`config.mk`:
```
export PLATFORM = sky130hd
export DESIGN_NAME = seg7_capture
export DESIGN_NICKNAME = d
export VERILOG_FILES = /design/src/rtl/seg7_capture.sv
export SDC_FILE = /design/constraint.sdc
export NUM_CORES = 1
export LEC_CHECK = 0
export BUFFER_PORTS_ARGS = -buffer_cell sky130_fd_sc_hd__buf_2
export CORE_UTILIZATION = 50
export DETAILED_ROUTE_END_ITERATION = 16
export GPL_ROUTABILITY_DRIVEN = 0
export HOLD_SLACK_MARGIN = 0.12
export PLACE_DENSITY_LB_ADDON = 0.08
export REMOVE_ABC_BUFFERS = 1
export SYNTH_ARGS = -nofsm -noshare
export SYNTH_HDL_FRONTEND = slang
export SYNTH_SLANG_ARGS = --single-unit
```
`constraint.sdc`:
```
create_clock -name clock -period 2.6 [get_ports clock]
set_input_delay 0.52 -clock clock [delete_from_list [all_inputs] [get_ports clock]]
set_output_delay 0.52 -clock clock [all_outputs]
set_load 0.02 [all_outputs]
```
`src/rtl/seg7_capture.sv`:
```
// Captures active-low seven-segment patterns, debounces them, decodes to hex
// nibbles and assembles DIGITS nibbles into a word offered on a valid/ready port.
module seg7_capture #(
  parameter int DIGITS        = 6,
  parameter int STABLE_CYCLES = 4
) (
  input  logic                  clock,
  input  logic                  resetn,
  input  logic [6:0]            seg_n,
  input  logic                  seg_strobe,
  input  logic                  flush,
  output logic [4*DIGITS-1:0]   out_value,
  output logic                  out_valid,
  input  logic                  out_ready,
  output logic [2:0]            digit_count,
  output logic                  busy,
  output logic                  err_invalid,
  input  logic                  err_clear
);

  localparam int CW = (STABLE_CYCLES > 1) ? $clog2(STABLE_CYCLES) : 1;

  typedef enum logic [1:0] {IDLE, SETTLE, DECODE, PRESENT} state_t;

  state_t        state;
  logic [6:0]    sample;
  logic [CW-1:0] cnt;
  logic [4:0]    dec;

  // {hit, nibble}; anything outside the table (blank included) is a miss
  function automatic logic [4:0] seg_decode(input logic [6:0] p);
    case (p)
      7'h40: return 5'h10;  7'h79: return 5'h11;
      7'h24: return 5'h12;  7'h30: return 5'h13;
      7'h19: return 5'h14;  7'h12: return 5'h15;
      7'h02: return 5'h16;  7'h78: return 5'h17;
      7'h00: return 5'h18;  7'h10: return 5'h19;
      7'h08: return 5'h1A;  7'h03: return 5'h1B;
      7'h46: return 5'h1C;  7'h21: return 5'h1D;
      7'h06: return 5'h1E;  7'h0E: return 5'h1F;
      default: return 5'h00;
    endcase
  endfunction

  assign dec  = seg_decode(sample);
  assign busy = (state != IDLE);

  always_ff @(posedge clock or negedge resetn) begin
    if (!resetn) begin
      state       <= IDLE;
      sample      <= '0;
      cnt         <= '0;
      out_value   <= '0;
      out_valid   <= 1'b0;
      digit_count <= '0;
      err_invalid <= 1'b0;
    end else begin
      if (err_clear) err_invalid <= 1'b0;
      case (state)
        IDLE: begin
          // flush takes priority; a coincident strobe is simply dropped
          if (flush && digit_count != 3'd0) begin
            out_valid <= 1'b1;
            state     <= PRESENT;
          end else if (seg_strobe) begin
            sample <= seg_n;
            cnt    <= '0;
            state  <= SETTLE;
          end
        end
        SETTLE: begin
          if (seg_n != sample) begin
            sample <= seg_n;
            cnt    <= '0;
          end else if (cnt == CW'(STABLE_CYCLES - 1)) begin
            state <= DECODE;
          end else begin
            cnt <= cnt + 1'b1;
          end
        end
        DECODE: begin
          if (dec[4]) begin
            out_value   <= (out_value << 4) | (4*DIGITS)'(dec[3:0]);
            digit_count <= digit_count + 3'd1;
            if (int'(digit_count) + 1 == DIGITS) begin
              out_valid <= 1'b1;
              state     <= PRESENT;
            end else begin
              state <= IDLE;
            end
          end else begin
            err_invalid <= 1'b1;
            state       <= IDLE;
          end
        end
        PRESENT: begin
          if (out_ready) begin
            out_value   <= '0;
            digit_count <= '0;
            out_valid   <= 1'b0;
            state       <= IDLE;
          end
        end
        default: state <= IDLE;
      endcase
    end
  end

endmodule
```
==> results.md, run 1 <==
- Status: completed
- Yosys cell types: 55
- CTS Buf Count: 5
- Crit path cell chain: nor2_1, a32oi_2, o211ai_4, o311ai_4, a22o_1
- Register area: around 1000 um^2
- Synth top area share: a little over two fifths
- Setup WS post-layout: between 0.15 and 0.2 ns
- PwrDens: a little under 1000 nW/um^2
- Critical path peak fanout: 21
- Post-route ant nets: 0
- Endpoints failing setup: 0
- Worst-Margin Slew: slightly below 0.9 ns
- Asr flop ratio synth: 100%
- Largest area contributor in the netlist: dfrtp_1
- Pin count of the biggest net entering global routing: 41
- Initial core utilization: between 50% and 60%
- Slew headroom: roughly two fifths
- Post-synthesis xor/xnor area fraction: under 10%
- Final Power: between 2 and 3 mW
- Post-synth EDFFs: 0
- Warnings from Yosys: 0
- Initial antenna violation count: 0
- Post-synthesis mux area share: 4.86%
- Tmin final: 2.43 ns
- Synth Flop Type: dfrtp_1
- Non-Filler Instances: 296
- Largest family of logic cells by synthesized area: compound AO/OA/AOI/OAI gates
- Worst setup path category: flop to flop
- CORE AREA: 4410 um^2
- Vias in the first global route: ~1800
- PortBufs: 42
- GRT Total Usage: between 20 and 25%
- TritonCTS clock tree: done
- Die width: roughly 70 um
- Area grow syn2layout: 11.5%
- CTS resizes: 0
- Full die area: about 4900 um^2
- Post-placement cell count: roughly 290
- DRC: 0
- Wire per inst: approximately 16 um
- Leak: around 1.2 nW
- Fin crit share: roughly 93%
- Simple-gate portion of the synthesized area: between 10% and 20%
- Vias post-DR: between 1500 and 2000
- Crit start category: flop
- Max Buffers Root-to-Sink: 2
- Crit path largest cell delay: between 0.7 and 0.8 ns
- Boundary Pins: between 40 and 50
- Slowest CP cell: o311ai_4
- Sequential element share of the synthesized area: 43.2%
- Root Driver: clkbuf_8
- Hold Crit Class: primary input to async pin
- Avg Synthesized Cell Area: around 11 um^2
- Yosys reg bits: 40
- Synthesized-area fraction occupied by adder cells: 2.16%
- GRT overflow: 0
- Final Skew: about 0.0097 ns
- Peak VDD IR: about 600 uV
- Hold Buf Count CTS: 0
- Compound-Gate Fraction of Synth Area: about a quarter
- Synth top area cells: dfrtp_1 43%, a22o_1 8.7%, mux2_4 3.9%, buf_6 2.9%, xor2_1 2.6%
- Clock-pin slew on the worst setup and hold paths: ~0.090 ns
- Req. time, crit path: about 2.8 ns
- First-pass GRT wire length: slightly above 8000 um
- Drt via density: between 6 and 7
- Placement Setup Slack: roughly 0.22 ns
- Fillers: between 300 and 400
- Final Hold Viols: 0
- Area of the multi-input gates: ~1200 um^2
- Maxcap violations: 0
- Diode count: 0
- Critical path arrival: roughly 2.7 ns
- Most common cell in the netlist: dfrtp_1
- Mapped cell area: between 2000 and 2500 um^2
- F_max: 0.412 GHz
- H-tree levels: 2
- Syn Inst Count: between 200 and 250
- Initial DRC Count: approximately 100
- Clock latency on the worst-skew pair: between 0.2 and 0.3 ns
- Setup slack, reg-to-reg: roughly 0.17 ns
- DP Wirelength: about 3200 um
- Die height: ~70 um
- Worst setup EP type: flop
- Fraction of layout cells with a size suffix above 1: between 20% and 30%
- Pins Over Slew Limit: 0
- DRT Pass-1 Iters: 4
- Clk sinks: 40
- Setup TNS: 0 ns
- Nets: 260
- Cell Rows: 24
- Fin Hold WS: 0.341 ns
- Most frequent cells after synthesis: 40 x dfrtp_1, 23 x a22o_1, 12 x nand2_1
- Post-CTS setup buffers: 0
- RSZ-0062 raised after global routing: false
- WL final: approximately 4700 um
-- worst max-delay path: cells and delay by family (launching register included) --
kind            cells  cell delay, ns
compound gates      4            1.50
flops               1            0.64
simple gates        1            0.19
-- per-layer routing --
layer  vias up  global-route usage, %  routed length, um
li1        856                      -                  -
met1       875                   25.9               2130
met2        61                   34.9               2300
met3         8                   4.18                229
met4         0                   6.00                 63
met5         -                      0                  0
-- sequential cells by signal (all words and copies together), names as in the netlist --
name / flops
cnt: 2
digit_count: 3
err_invalid: 1
out_valid: 1
out_value: 24
sample: 7
state: 2
-- power by group --
group          switching (mW)  internal [mW]
sequential              0.284          0.751
combinational           0.595          0.475
clock                   0.224          0.187
total                    1.10           1.41
-- logic make-up after synthesis --
| family | Yosys count |
|---|---|
| AO/OA/AOI/OAI | 63 |
| adder cells (fa/ha/maj) | 4 |
| XOR/XNOR | 7 |
| multiplexers | 8 |
| buffers and inverters | 23 |
| flip-flops | 40 |
| AND/OR/NAND/NOR | 62 |
-- cell usage in the layout (no fill, tap or decap), types with 2 or more instances in the layout --
| cell | netlist | routed |
|---|---|---|
| buf_2 | 3 | 42 |
| dfrtp_1 | 40 | 40 |
| a22o_1 | 23 | 23 |
| nand2_1 | 12 | 12 |
| nor2_1 | 8 | 8 |
| inv_1 | 7 | 7 |
| nand2b_1 | 7 | 7 |
| xor2_1 | 7 | 7 |
| o21ai_0 | 6 | 6 |
| o221ai_1 | 6 | 6 |
| mux2_4 | 6 | 6 |
| nor3b_1 | 5 | 5 |
| a21oi_1 | 5 | 5 |
| clkbuf_8 | 0 | 5 |
| nor4bb_1 | 4 | 4 |
| nor2b_1 | 4 | 4 |
| o211ai_1 | 4 | 4 |
| ha_1 | 4 | 4 |
| buf_4 | 3 | 3 |
| or2_2 | 2 | 2 |
| nand3b_1 | 2 | 2 |
| nor3_1 | 2 | 2 |
| and3_1 | 2 | 2 |
| nand3_1 | 2 | 2 |
| nand4b_1 | 2 | 2 |
| a211o_1 | 2 | 2 |
| a22oi_1 | 2 | 2 |
| clkinv_2 | 0 | 2 |
-- path summary, 6_finish.rpt --
check	start	end	cells after the start
hold reg to reg	out_value[23]$_DFFE_PN0P_	out_value[23]$_DFFE_PN0P_	1
setup / recovery	sample[2]$_DFFE_PN0P_	out_value[11]$_DFFE_PN0P_	5
max in group asynchronous	resetn	digit_count[1]$_DFFE_PN0P_	1
hold / removal	resetn	sample[5]$_DFFE_PN0P_	1
setup reg to reg	sample[2]$_DFFE_PN0P_	out_value[11]$_DFFE_PN0P_	5
min in group clock	err_clear	err_invalid$_DFF_PN0_	2
-- metrics by stage --
stage / utilization [%] / instance area [um^2]
2_1_floorplan: - / 2200
4_1_cts: 58.5 / 2580
3_3_place_gp: 56.5 / 2490
6_report: 58.5 / 2580
3_5_place_dp: 56.5 / 2490
5_1_grt: 58.5 / 2580
-- layout make-up --
type / count / area share, %
multi-input cells: 144 / 45.3
flip-flops and latches: 40 / 38.8
repair buffers: 45 / 9.02
clock buffers: 5 / 2.67
well taps: 52 / 2.52
inverters: 7 / 1.02
clock inverters: 3 / 0.727
(Power assumes the default switching activity.)
==> run 2: changes to the inputs <==
TNS_END_PERCENT = 100   (was not set)
clock period = 2.2 ns   (was 2.6 ns; I/O delays follow)
==> results.md, run 2 (synthesized netlist as in run 1, its figures left out) <==
- Critical path peak fanout: 15 (-29%)
- Top Family by Delay on Critical Path: simple AND/OR/NAND/NOR gates
- Worst setup path category: flop to flop
- Status: completed
- Most frequent cells in the layout: 42 x buf_2, 39 x dfrtp_1, 23 x a22o_1
- Setup TNS: 0 ns (unchanged)
- First-pass GRT wire length: 8340 um (+3.1%)
- Fin crit share: 96.3% (+3.0 points)
- Max reg flops: 24 (unchanged)
- Slowest CP cell: dfrtp_1
- Pins Over Slew Limit: 0 (unchanged)
- GRT Total Usage: 21.2% (+0.77 points)
- Tmin final: 2.12 ns (-0.308 ns)
- Critical path arrival: 2.30 ns (-0.35 ns)
- H-tree levels: 2 (unchanged)
- PwrDens: 1200 nW/um^2 (+23%)
- Die height: 70.1 um (unchanged)
- Post-route cell area: 2730 um^2 (+5.6%)
- Fin Hold WS: 0.263 ns (-0.0785 ns)
- F_max: 0.472 GHz (+15%)
- Wire per inst: 16.8 um (+5.3%)
- Maxcap violations: 0 (unchanged)
- DRC: 0 (unchanged)
- Initial core utilization: 52.5% (unchanged)
- DRT Pass-1 Iters: 4 (unchanged)
- Diode count: 0 (unchanged)
- Hold Crit Class: primary input to async pin
- Full die area: 4910 um^2 (unchanged)
- Initial antenna violation count: 0 (unchanged)
- Worst-Margin Slew: 0.876 ns (-0.00164 ns)
- Slew headroom: 41.6% (+0.11 points)
- Req. time, crit path: 2.38 ns (-0.44 ns)
- Cell Rows: 24 (unchanged)
- TritonCTS clock tree: done
- Endpoints failing setup: 0 (unchanged)
- Post-route ant nets: 0 (unchanged)
- Fraction of layout cells with a size suffix above 1: 33.3% (+4.2 points)
- Peak VDD IR: 556 uV (-4.7%)
- Setup slack, reg-to-reg: 0.08 ns (-0.09 ns)
- RSZ-0062 raised after global routing: false
- Crit path largest cell delay: 0.47 ns (-0.29 ns)
- Die width: 70.1 um (unchanged)
- Fillers: 384 (+1.3%)
- Biggest regs: out_value x24, sample x7, digit_count x3
- Most flop-heavy register: out_value
- Nets: 271 (+4.2%)
- Max Buffers Root-to-Sink: 2 (unchanged)
- GRT overflow: 0 (unchanged)
- Worst setup EP type: flop
- Root Driver: clkbuf_8
- Clk sinks: 40 (unchanged)
- WL final: 5160 um (+9.2%)
- CORE AREA: 4410 um^2 (unchanged)
- Drt via density: 6.12 (+0.60%)
- Crit start category: flop
- Clock latency on the worst-skew pair: 0.29 ns (about the same)
- Clock-pin slew on the worst setup and hold paths: 0.08 ns (about the same)
- DP Area: 2550 um^2 (+2.4%)
- Pin count of the biggest net entering global routing: 41 (unchanged)
- Vias post-DR: 1878 (+4.3%)
- CP Buf/Inv Count: 2 (+2)
- Area of the multi-input gates: 1200 um^2 (+2.5%)
- Final Skew: 0.00557 ns (-0.00416 ns)
- Area grow syn2layout: 17.7%
- Leak: 1.30 nW (+5.2%)
- Initial DRC Count: 116 (+14%)
- Commonest non-fill, non-tap cell in the layout: buf_2
- Register area: 1000 um^2 (+0.12%)
- CTS Buf Count: 5 (unchanged)
- Boundary Pins: 43 (unchanged)
- Crit path cell chain: or3_1, or3_4, o211ai_4, buf_12, o311ai_4, buf_6, a22o_1
- DP Wirelength: 3580 um (+10%)
- PortBufs: 42 (unchanged)
- Final Hold Viols: 0 (unchanged)
- Vias in the first global route: 1814 (+2.0%)
run 2: cell count changes in the layout (fill, tap and decap cells not counted), sizes merged:
cell / delta
clkinvlp: +1
clkinv: -2
bufinv: +1
buf: +10
o21ba: +1
run 2: layer usage:
metal	vias up	wire (um)	GRT usage [%]
met5	-	0	0
met4	0	106	7.11
met3	15	223	5.05
met2	57	2460	34.4
met1	925	2370	27.7
li1	881	-	-
run 2: timing repair:
| item | CTS | global route |
|---|---|---|
| resized for setup | 0 | 5 |
| buffers inserted | 0 | 2 |
| hold buffers | 0 | 0 |
| setup endpoints to repair | 0 | 28 |
run 2: stage by stage:
step | util [%] | power [mW] | std cells | setup slack, ns
final | 61.8 | 3.27 | 307 | 0.0808
after global placement | 57.9 | 2.52 | 296 | 0.110
after global routing | 61.8 | 3.47 | 307 | 0.00411
after CTS | 60.4 | 3.20 | 304 | 0.0356
after detailed placement | 57.9 | 2.60 | 296 | 0.0560
after floorplan | - | 2.09 | 191 | 0.0711
run 2: report_power, final:
part,internal [mW],switching (mW)
clock,0.336,0.264
sequential,0.893,0.251
combinational,0.687,0.845
total,1.92,1.36
run 2: cell type report:
| class | count | share of cell area, % |
|---|---|---|
| sequential | 40 | 36.8 |
| clock buffer | 5 | 2.52 |
| clock inverter | 3 | 1.56 |
| timing repair buffer | 55 | 11.9 |
| inverter | 7 | 0.964 |
| multi-input combinational | 145 | 43.9 |
| tap | 52 | 2.39 |
run 2: final timing paths:
path	from	endpoint	cells after the start
worst max-delay path	sample[1]$_DFFE_PN0P_	out_value[17]$_DFFE_PN0P_	7
worst min-delay path	resetn	out_value[23]$_DFFE_PN0P_	1
worst max register to register	sample[1]$_DFFE_PN0P_	out_value[17]$_DFFE_PN0P_	7
worst min register to register	out_value[23]$_DFFE_PN0P_	out_value[23]$_DFFE_PN0P_	1
max in group asynchronous	resetn	sample[2]$_DFFE_PN0P_	1
min in group clock	err_clear	err_invalid$_DFF_PN0_	2
